$ cat config.mk
export PLATFORM = sky130hd
export DESIGN_NAME = csr_unit
export DESIGN_NICKNAME = d
export VERILOG_FILES = /design/src/rtl/csr_pkg.sv /design/src/rtl/csr_trap_ctrl.sv /design/src/rtl/csr_unit.sv
export SDC_FILE = /design/constraint.sdc
export NUM_CORES = 1
export LEC_CHECK = 0
export BUFFER_PORTS_ARGS = -buffer_cell sky130_fd_sc_hd__buf_4
export CORE_ASPECT_RATIO = 1.25
export CORE_MARGIN = 4
export CORE_UTILIZATION = 64
export CTS_BUF_LIST = sky130_fd_sc_hd__clkbuf_4
export DETAILED_ROUTE_END_ITERATION = 6
export PLACE_DENSITY = 0.89
export SYNTH_ARGS = -nofsm -noshare
export SYNTH_HDL_FRONTEND = slang
export SYNTH_SLANG_ARGS = --single-unit
$ cat constraint.sdc
create_clock -name clk -period 7.59 [get_ports clk]
set_input_delay 0.759 -clock clk [delete_from_list [all_inputs] [get_ports clk]]
set_output_delay 0.759 -clock clk [all_outputs]
set_load 0.02 [all_outputs]
$ cat src/rtl/csr_pkg.sv
// csr_pkg
// Shared definitions for the machine-mode CSR unit: CSR addresses,
// the Zicsr operation encoding, the bit positions of the architected
// fields inside mstatus/mie/mip, and the interrupt cause codes.
package csr_pkg;

    // Implemented CSR addresses
    localparam logic [11:0] ADDR_MSTATUS = 12'h300;
    localparam logic [11:0] ADDR_MIE     = 12'h304;
    localparam logic [11:0] ADDR_MTVEC   = 12'h305;
    localparam logic [11:0] ADDR_MEPC    = 12'h341;
    localparam logic [11:0] ADDR_MCAUSE  = 12'h342;
    localparam logic [11:0] ADDR_MIP     = 12'h344;
    localparam logic [11:0] ADDR_MCYCLE  = 12'hB00;
    localparam logic [11:0] ADDR_MCYCLEH = 12'hB80;

    // Zicsr operation carried with the instruction in MW
    typedef enum logic [1:0] {
        CSR_NONE  = 2'b00,
        CSR_WRITE = 2'b01,
        CSR_SET   = 2'b10,
        CSR_CLEAR = 2'b11
    } csr_op_e;

    // mstatus fields
    localparam int MSTATUS_MIE_BIT  = 3;
    localparam int MSTATUS_MPIE_BIT = 7;
    localparam int MSTATUS_MPP_LO   = 11;

    // mie / mip fields share positions
    localparam int MIE_MTIE_BIT = 7;
    localparam int MIE_MEIE_BIT = 11;
    localparam int MIP_MTIP_BIT = 7;
    localparam int MIP_MEIP_BIT = 11;

    // Interrupt cause codes (mcause low bits)
    localparam logic [3:0] CAUSE_MTI = 4'd7;
    localparam logic [3:0] CAUSE_MEI = 4'd11;

endpackage

$ cat src/rtl/csr_trap_ctrl.sv
// csr_trap_ctrl
// Combinational interrupt acceptance and redirect target computation.
// Ports:
//   global_ie  - mstatus.MIE
//   mtie/meie  - mie enables for timer/external interrupts
//   timer_irq  - live MTIP line
//   ext_irq    - live MEIP line
//   is_mret    - MRET in MW, masks interrupts for this cycle
//   mtvec      - current mtvec (base + mode)
//   trap_taken - interrupt accepted this cycle
//   cause      - accepted cause code (external wins over timer)
//   trap_pc    - redirect target
module csr_trap_ctrl
    import csr_pkg::*;
#(
    parameter int XLEN = 32
) (
    input  logic            global_ie,
    input  logic            mtie,
    input  logic            meie,
    input  logic            timer_irq,
    input  logic            ext_irq,
    input  logic            is_mret,
    input  logic [XLEN-1:0] mtvec,
    output logic            trap_taken,
    output logic [3:0]      cause,
    output logic [XLEN-1:0] trap_pc
);

    logic            ext_pending;
    logic            timer_pending;
    logic [XLEN-1:0] base;
    logic [XLEN-1:0] offset;

    assign ext_pending   = meie & ext_irq;
    assign timer_pending = mtie & timer_irq;

    // MRET masks interrupts for its own cycle so the return completes first
    assign trap_taken = global_ie & (ext_pending | timer_pending) & ~is_mret;
    assign cause      = ext_pending ? CAUSE_MEI : CAUSE_MTI;

    // Vectored mode (mode bit 0) jumps to base + 4*cause
    assign base    = mtvec & ~XLEN'(3);
    assign offset  = mtvec[0] ? {{(XLEN-6){1'b0}}, cause, 2'b00} : '0;
    assign trap_pc = base + offset;

endmodule

$ cat src/rtl/csr_unit.sv
// csr_unit
// Machine-mode CSR block accessed from the MW stage: Zicsr reads and
// write/set/clear updates, timer/external interrupt entry, MRET return,
// vectored mtvec and an optional 64-bit mcycle counter.
// Ports:
//   clk, reset   - core clock, asynchronous active-high reset
//   csr_op       - 00 none, 01 write, 10 set, 11 clear
//   csr_rd       - read enable for csr_rdata
//   csr_addr     - CSR address
//   csr_wdata    - rs1 / zimm operand
//   csr_pc       - PC of the MW instruction, saved to mepc on trap
//   timer_irq    - MTIP level
//   ext_irq      - MEIP level
//   is_mret      - MRET in MW this cycle
//   csr_rdata    - old value of the addressed CSR (0 when not reading)
//   csr_illegal  - access to an unimplemented CSR
//   trap_taken   - interrupt accepted, pipeline flushes and redirects
//   trap_pc      - redirect target
//   epc          - current mepc (MRET target)
module csr_unit
    import csr_pkg::*;
#(
    parameter int              XLEN        = 32,
    parameter logic [XLEN-1:0] MTVEC_RESET = 32'h0000_0000,
    parameter bit              CYCLE_EN    = 1'b1
) (
    input  logic            clk,
    input  logic            reset,
    input  logic [1:0]      csr_op,
    input  logic            csr_rd,
    input  logic [11:0]     csr_addr,
    input  logic [XLEN-1:0] csr_wdata,
    input  logic [XLEN-1:0] csr_pc,
    input  logic            timer_irq,
    input  logic            ext_irq,
    input  logic            is_mret,
    output logic [XLEN-1:0] csr_rdata,
    output logic            csr_illegal,
    output logic            trap_taken,
    output logic [XLEN-1:0] trap_pc,
    output logic [XLEN-1:0] epc
);

    generate
        if (XLEN != 32) begin : g_xlen_check
            $error("csr_unit: only XLEN=32 is supported");
        end
    endgenerate

    logic            mstatus_mie;
    logic            mstatus_mpie;
    logic            mie_mtie;
    logic            mie_meie;
    logic [XLEN-1:0] mtvec;
    logic [XLEN-1:0] mepc;
    logic [XLEN-1:0] mcause;
    logic [63:0]     mcycle;

    csr_op_e         op;
    logic [XLEN-1:0] old_value;
    logic [XLEN-1:0] new_value;
    logic            implemented;
    logic            csr_we;
    logic [3:0]      cause;

    assign op = csr_op_e'(csr_op);

    // Read mux; unimplemented addresses read 0 and clear 'implemented'
    always_comb begin
        old_value   = '0;
        implemented = 1'b1;
        case (csr_addr)
            ADDR_MSTATUS: begin
                old_value[MSTATUS_MIE_BIT]       = mstatus_mie;
                old_value[MSTATUS_MPIE_BIT]      = mstatus_mpie;
                old_value[MSTATUS_MPP_LO +: 2]   = 2'b11;
            end
            ADDR_MIE: begin
                old_value[MIE_MTIE_BIT] = mie_mtie;
                old_value[MIE_MEIE_BIT] = mie_meie;
            end
            ADDR_MTVEC:  old_value = mtvec;
            ADDR_MEPC:   old_value = mepc;
            ADDR_MCAUSE: old_value = mcause;
            ADDR_MIP: begin
                old_value[MIP_MTIP_BIT] = timer_irq;
                old_value[MIP_MEIP_BIT] = ext_irq;
            end
            ADDR_MCYCLE: begin
                if (CYCLE_EN) old_value = mcycle[31:0];
                else          implemented = 1'b0;
            end
            ADDR_MCYCLEH: begin
                if (CYCLE_EN) old_value = mcycle[63:32];
                else          implemented = 1'b0;
            end
            default: implemented = 1'b0;
        endcase
    end

    // Zicsr read-modify-write operand
    always_comb begin
        new_value = old_value;
        case (op)
            CSR_WRITE: new_value = csr_wdata;
            CSR_SET:   new_value = old_value | csr_wdata;
            CSR_CLEAR: new_value = old_value & ~csr_wdata;
            default:   new_value = old_value;
        endcase
    end

    assign csr_rdata   = csr_rd ? old_value : '0;
    assign csr_illegal = ((op != CSR_NONE) | csr_rd) & ~implemented;

    // A trap or an MRET in the same cycle drops the CSR write
    assign csr_we = (op != CSR_NONE) & implemented & ~trap_taken & ~is_mret;

    csr_trap_ctrl #(
        .XLEN(XLEN)
    ) u_trap_ctrl (
        .global_ie  (mstatus_mie),
        .mtie       (mie_mtie),
        .meie       (mie_meie),
        .timer_irq  (timer_irq),
        .ext_irq    (ext_irq),
        .is_mret    (is_mret),
        .mtvec      (mtvec),
        .trap_taken (trap_taken),
        .cause      (cause),
        .trap_pc    (trap_pc)
    );

    assign epc = mepc;

    // Architected state: trap entry beats MRET, which beats a CSR write
    always_ff @(posedge clk or posedge reset) begin
        if (reset) begin
            mstatus_mie  <= 1'b0;
            mstatus_mpie <= 1'b0;
            mie_mtie     <= 1'b0;
            mie_meie     <= 1'b0;
            mtvec        <= MTVEC_RESET;
            mepc         <= '0;
            mcause       <= '0;
        end else if (trap_taken) begin
            mepc         <= csr_pc & ~XLEN'(3);
            mcause       <= {1'b1, {(XLEN-5){1'b0}}, cause};
            mstatus_mpie <= mstatus_mie;
            mstatus_mie  <= 1'b0;
        end else if (is_mret) begin
            mstatus_mie  <= mstatus_mpie;
            mstatus_mpie <= 1'b1;
        end else if (csr_we) begin
            case (csr_addr)
                ADDR_MSTATUS: begin
                    mstatus_mie  <= new_value[MSTATUS_MIE_BIT];
                    mstatus_mpie <= new_value[MSTATUS_MPIE_BIT];
                end
                ADDR_MIE: begin
                    mie_mtie <= new_value[MIE_MTIE_BIT];
                    mie_meie <= new_value[MIE_MEIE_BIT];
                end
                // mode bit 1 is WARL-zero, leaving direct or vectored
                ADDR_MTVEC:  mtvec  <= new_value & ~XLEN'(2);
                ADDR_MEPC:   mepc   <= new_value & ~XLEN'(3);
                ADDR_MCAUSE: mcause <= new_value;
                default: ;
            endcase
        end
    end

    // Free-running cycle counter; a write replaces one half and
    // suppresses the increment for that cycle
    always_ff @(posedge clk or posedge reset) begin
        if (reset) begin
            mcycle <= '0;
        end else if (CYCLE_EN) begin
            if (csr_we && csr_addr == ADDR_MCYCLE)
                mcycle <= {mcycle[63:32], new_value};
            else if (csr_we && csr_addr == ADDR_MCYCLEH)
                mcycle <= {new_value, mcycle[31:0]};
            else
                mcycle <= mcycle + 64'd1;
        end
    end

endmodule

Word-level counts from Yosys, hierarchy flattened
Index checks and enable logic that the tools add are counted.
- register bits after elaboration: 163
- word-level logic and storage cells: 85
- output and inout bits: 98
- eq/ne operators: 13
- reductions and logical operators: 14
- muxes and demuxes: 31
- $add $sub $neg: 2
- bitwise gates (word level): 16
- operator list (kind ; count):
    $mux 32 ; 10
    $pmux 32 s3 ; 1
    $pmux 19 s5 ; 1
    $eq 12x10->1 const B ; 6
    $add 64x1->64 const B ; 1
    $mux 64 ; 1
    $pmux 3 s5 ; 3
    $add 32x6->32 ; 1
    $and 32x32->32 ; 1
    $not 32->32 ; 1
    $or 32x32->32 ; 1
    $eq 12x12->1 const B ; 2
    $pmux 1 s8 ; 2
    $pmux 1 s6 ; 2
    $mux 1 ; 9
    $and 1x1->1 ; 8
    $reduce_and 4->1 ; 2
    $reduce_bool 2->1 ; 4
    $reduce_or 8->1 ; 1
    $mux 6 ; 1
    $reduce_and 3->1 ; 2
    $reduce_bool 3->1 ; 2
    $eq 2x2->1 const B ; 2
    $mux 4 ; 1
    other kinds (7) ; 11

Depth between registers and ports, before layout
- depth in word-level cells: 10
- mapped depth: 11
- mapped depth without buffers: 9

Modules after synthesis
From an unflattened synthesis, not the netlist that was laid out.
- cells, all modules: 1368
- area total of the unflattened synthesis: 11395.9 um2
- modules (own cells, without submodules) (module ; instances ; cells an instance ; area an instance (um2)):
    csr_unit ; 1 ; 1259 ; 10625.2
    csr_trap_ctrl ; 1 ; 109 ; 770.7

Worst setup path after synthesis
OpenSTA, ideal clock, no wires.
- path type: input to output
- from: in csr_addr[0]
- to: out csr_rdata[26]
- buffers on the path: 3
- path slack: 3997 ps
- stages on the path: 7
- arrival: 2834 ps
- required time: 6831 ps
- cell sequence: buf_6 -> or4_4 -> buf_6 -> or3_4 -> buf_6 -> o22a_4 -> a21boi_0
- cells in the longest elaborated chain, start to end: 3
- elaborated cells on any way between the ends: 7
- classes of those cells: eq/ne (5); mux (2)
- ends and longest elaborated chain (what ; line ; source):
    from (decl) ; csr_unit.sv:31 ; input logic [11:0] csr_addr,
    $eq 12x12->1 or $eq 12x10->1 (tied branches) ; csr_unit.sv:72 ; case (csr_addr)
    $pmux 19 s5 * ; csr_unit.sv:72 ;
    $mux 32 * ; csr_unit.sv:112 ; assign csr_rdata = csr_rd ? old_value : '0;
    to (decl) ; csr_unit.sv:37 ; output logic [XLEN-1:0] csr_rdata,
Every way passes the cells marked *; elsewhere a longest branch is shown, timed or not.

Final worst setup path
- from: reg mtvec[0]
- to: out trap_pc[22]
- cells in the longest elaborated chain, start to end: 2
- ends and longest elaborated chain (what ; line ; source):
    from (decl) ; csr_unit.sv:54 ; logic [XLEN-1:0] mtvec;
    from (signal assigned) ; csr_unit.sv:164 ; ADDR_MTVEC: mtvec <= new_value & ~XLEN'(2);
    $mux 6 ; csr_trap_ctrl.sv:44 ; assign offset = mtvec[0] ? {{(XLEN-6){1'b0}}, cause, 2'b00} : '0;
    $add 32x6->32 ; csr_trap_ctrl.sv:45 ; assign trap_pc = base + offset;
    to (decl) ; csr_unit.sv:40 ; output logic [XLEN-1:0] trap_pc,
No other way between the ends.

==> metrics.md <==
| Metric | Value |
|---|---|
| Vias post-DR | 11,800 |
| Worst-path clk slew | 0.13 ns |
| Post-synthesis sequential area ratio | 0.361 |
| Hold crit path type | in2async |
| Worst path most repeated cell | inv_1 |
| Post-Syn Area | 11,200 um2 |
| Reg2reg end | mcycle[51] |
| Critical Path, Cell by Cell | ha_1 > inv_1 > fa_1 > inv_1 > a21oi_1 > o21bai_1 > and2_1 > nand3_1 > xnor2_1 > buf_4 |
| Worst vdd ir | 0.113 mV |
| Crit path launch | mtvec[0] |
| Clk sinks | 161 |
| Total power draw | 1.93 mW |
| Crit path largest cell delay | 0.56 ns |
| Post-route minimum period | 4.20 ns |
| Vias in the first global route | 11,300 |
| Ys flop type | dfrtp_1 |
| Initial Utilization | 0.658 |
| Fraction of registers with async set/reset | 1.00 |
| Syn_area_per_cell | 8.49 um2 |
| Post-synth EDFFs | 0 |
| Initial antenna violation count | 1 |
| Final instance area | 12,700 um2 |
| Failing checks | DRC |
| Boundary Pins | 182 |
| Count of final hold-check violations | 0 |
| Yosys reg bits | 161 |
| Final nets | 1,517 |
| CP startpoint kind | flip-flop |
| Yosys cell types | 84 |
| Routed len/inst | 24.0 um |
| Die Wd | 126 um |
| Worst skew pair latency | 0.59 ns |
| R2R depth | 6 |
| Clk root buf | clkbuf_4 |
| GPL Wtd Cong | 1.00 |
| Worst-margin pin slew | 1.11 ns |
| Outcome | finished with violations |
| Critical path endpoint category | output port |
| Ys Warns | 0 |
| Post-DP HPWL | 27.5 mm |
| Vias per std cell | 7.10 |
| Setup TNS | 0 ns |
| Max Slew Vio Count | 0 |
| Die height | 156 um |
| Leak | 5.55 nW |
| Pwr dens | 152 nW/um2 |
| Post-DP Area | 12,500 um2 |
| CTS tree | built |
| Final worst path period share | 0.553 |
| Post-route setup slack | 3.39 ns |
| Pre-CTS WS | 3.50 ns |
| First-pass detailed-route iteration total | 7 |
| Worst Path Max Fanout | 6 |
| WP data arrival | 3.44 ns |
| Maximum capacitance violations | 0 |
| Clock Skew | 0.0244 ns |
| H-tree depth | 4 |
| CP required | 6.83 ns |
| Final core occ | 0.751 |
| GRT Resource Usage Total | 0.398 |
| Final Setup Violations | 0 |
| Cts repair resizes | 0 |
| Num CTS Buffers | 17 |
| DRC | 2 |
| Post-CTS setup buffer count | 0 |
| Worst r2r src | mcycle[16] |
| Die ar. | 19,600 um2 |
| Pin count of the biggest net entering global routing | 86 |
| Slew HR | 0.263 |
| FF-to-FF setup slack | 4.08 ns |
| Clock Tree Buf Depth | 2 |
| DR iter-0 viols | 1,871 |
| Number of I/O port buffers | 175 |
| Critical path class | reg2out |
| Core ar. | 17,000 um2 |
| Total gr overflow | 0 |
| Rows | 53 |
| Unrepaired setup endpoints after global routing | false |
| Area growth syn-to-layout | 14.1% |
| Synth Instances | 1,315 |
| Layout cells sized above 1 | 0.192 |
| Total Wirelength | 39.9 mm |
| Hold buffer count at CTS | 0 |
| Max stage delay cell, worst path | o21bai_1 |
| FMAX | 238 MHz |
| ANT nets after route | 0 |
| Global-route wire length before repair | 61.4 mm |
==> layout make-up <==
type,count,area [um2]
antenna,1,2.50
clock buffer,19,143
clock inverter,13,143
fill,1278,4230
inverter,21,83.8
multi-input combinational,1034,6630
sequential,161,4030
tap,220,275
timing repair buffer,192,1440
==> power breakdown <==
group / internal [mW] / switching, mW
Combinational: 0.162 / 0.241
Sequential: 0.912 / 0.0736
Clock: 0.230 / 0.313
Total: 1.30 / 0.628
==> cells by family after synthesis <==
family / after synthesis / share of synthesized area
adder cells (fa/ha/maj): 6 / 0.00740
flip-flops: 161 / 0.361
other: 1 / 0.000336
AO/OA/AOI/OAI: 343 / 0.211
multiplexers: 73 / 0.0679
buffers and inverters: 123 / 0.0493
AND/OR/NAND/NOR: 526 / 0.239
XOR/XNOR: 82 / 0.0643
==> critical path: cells and delay by family, from the launching register on <==
kind / cells / cell delay (ns)
buffers and inverters: 3 / 0.32
DFF: 1 / 0.53
and+or+nand+nor: 2 / 0.51
AOI/OAI and AO/OA: 2 / 0.64
adders and majority gates: 2 / 0.63
xor gates and xnor gates: 1 / 0.22
==> synthesized netlist by cell type, drive strengths merged (6+ instances only) <==
library cell,instances,area [um2]
dfrtp,161,4030
nand2,154,578
nor2,92,350
o21ai,86,434
a21oi,70,350
clkbuf,63,236
nand3,63,315
xnor2,58,508
mux2i,51,510
and3,44,275
a22oi,43,323
and2,41,257
buf,39,235
nor3,39,223
nand4,28,175
xor2,24,210
mux2,22,248
inv,20,75.1
a211oi,15,118
nor4,11,75.1
a31oi,10,77.6
o31a,10,87.6
a221oi,9,85.1
o21a,9,67.6
o221ai,9,91.3
a21o,8,60.1
a311oi,7,73.8
o211ai,7,52.6
o22ai,7,43.8
or3,7,48.8
or4,7,56.3
a32oi,6,52.6
and4,6,52.6
nand3b,6,45.0
o31ai,6,45.0
o41a,6,72.6
==> through the flow <==
step | hold WS [ns] | std cells
final | 0.291 | 1661
after global routing | 0.307 | 1661
after CTS | 0.310 | 1660
after detailed placement | 0.493 | 1628
after global placement | 0.489 | 1628
after floorplan | 0.461 | 1318
==> metal layers <==
| metal | global-route usage | up-vias | wire, um |
|---|---|---|---|
| li1 | - | 5040 | - |
| met1 | 0.492 | 5487 | 13600 |
| met2 | 0.617 | 996 | 17900 |
| met3 | 0.0640 | 262 | 4600 |
| met4 | 0.319 | 0 | 3800 |
| met5 | 0 | - | 0 |
==> placed cells by master (no fill, tap or decap), drive strengths merged, types with 7 or more instances in the layout <==
master / instances
buf: 192
dfrtp: 161
nand2: 154
nor2: 92
o21ai: 86
a21oi: 70
nand3: 63
xnor2: 58
mux2i: 51
and3: 44
a22oi: 43
and2: 41
nor3: 39
nand4: 28
xor2: 24
mux2: 22
inv: 21
clkbuf: 19
a211oi: 15
nor4: 11
o31a: 10
a31oi: 10
o21a: 9
a221oi: 9
o221ai: 9
clkinv: 9
a21o: 8
o211ai: 7
o22ai: 7
or4: 7
or3: 7
a311oi: 7
==> how the worst max path moves through the flow <==
stage	endpoint	slack (ns)	depth (start not counted)
2_1_floorplan	epc[10]	2.48	1
3_3_place_gp	epc[6]	3.56	7
3_5_place_dp	epc[6]	3.50	7
4_1_cts	trap_pc[29]	3.53	9
5_1_grt	trap_pc[27]	3.22	9
6_report	trap_pc[22]	3.39	10
==> sequential cells by signal, summed over array words and instances, names as in the netlist <==
name,cells
mstatus_mpie,1
mcause,32
mtvec,31
mie_mtie,1
mstatus_mie,1
epc,30
mie_meie,1
mcycle,64
(Power assumes the default switching activity.)
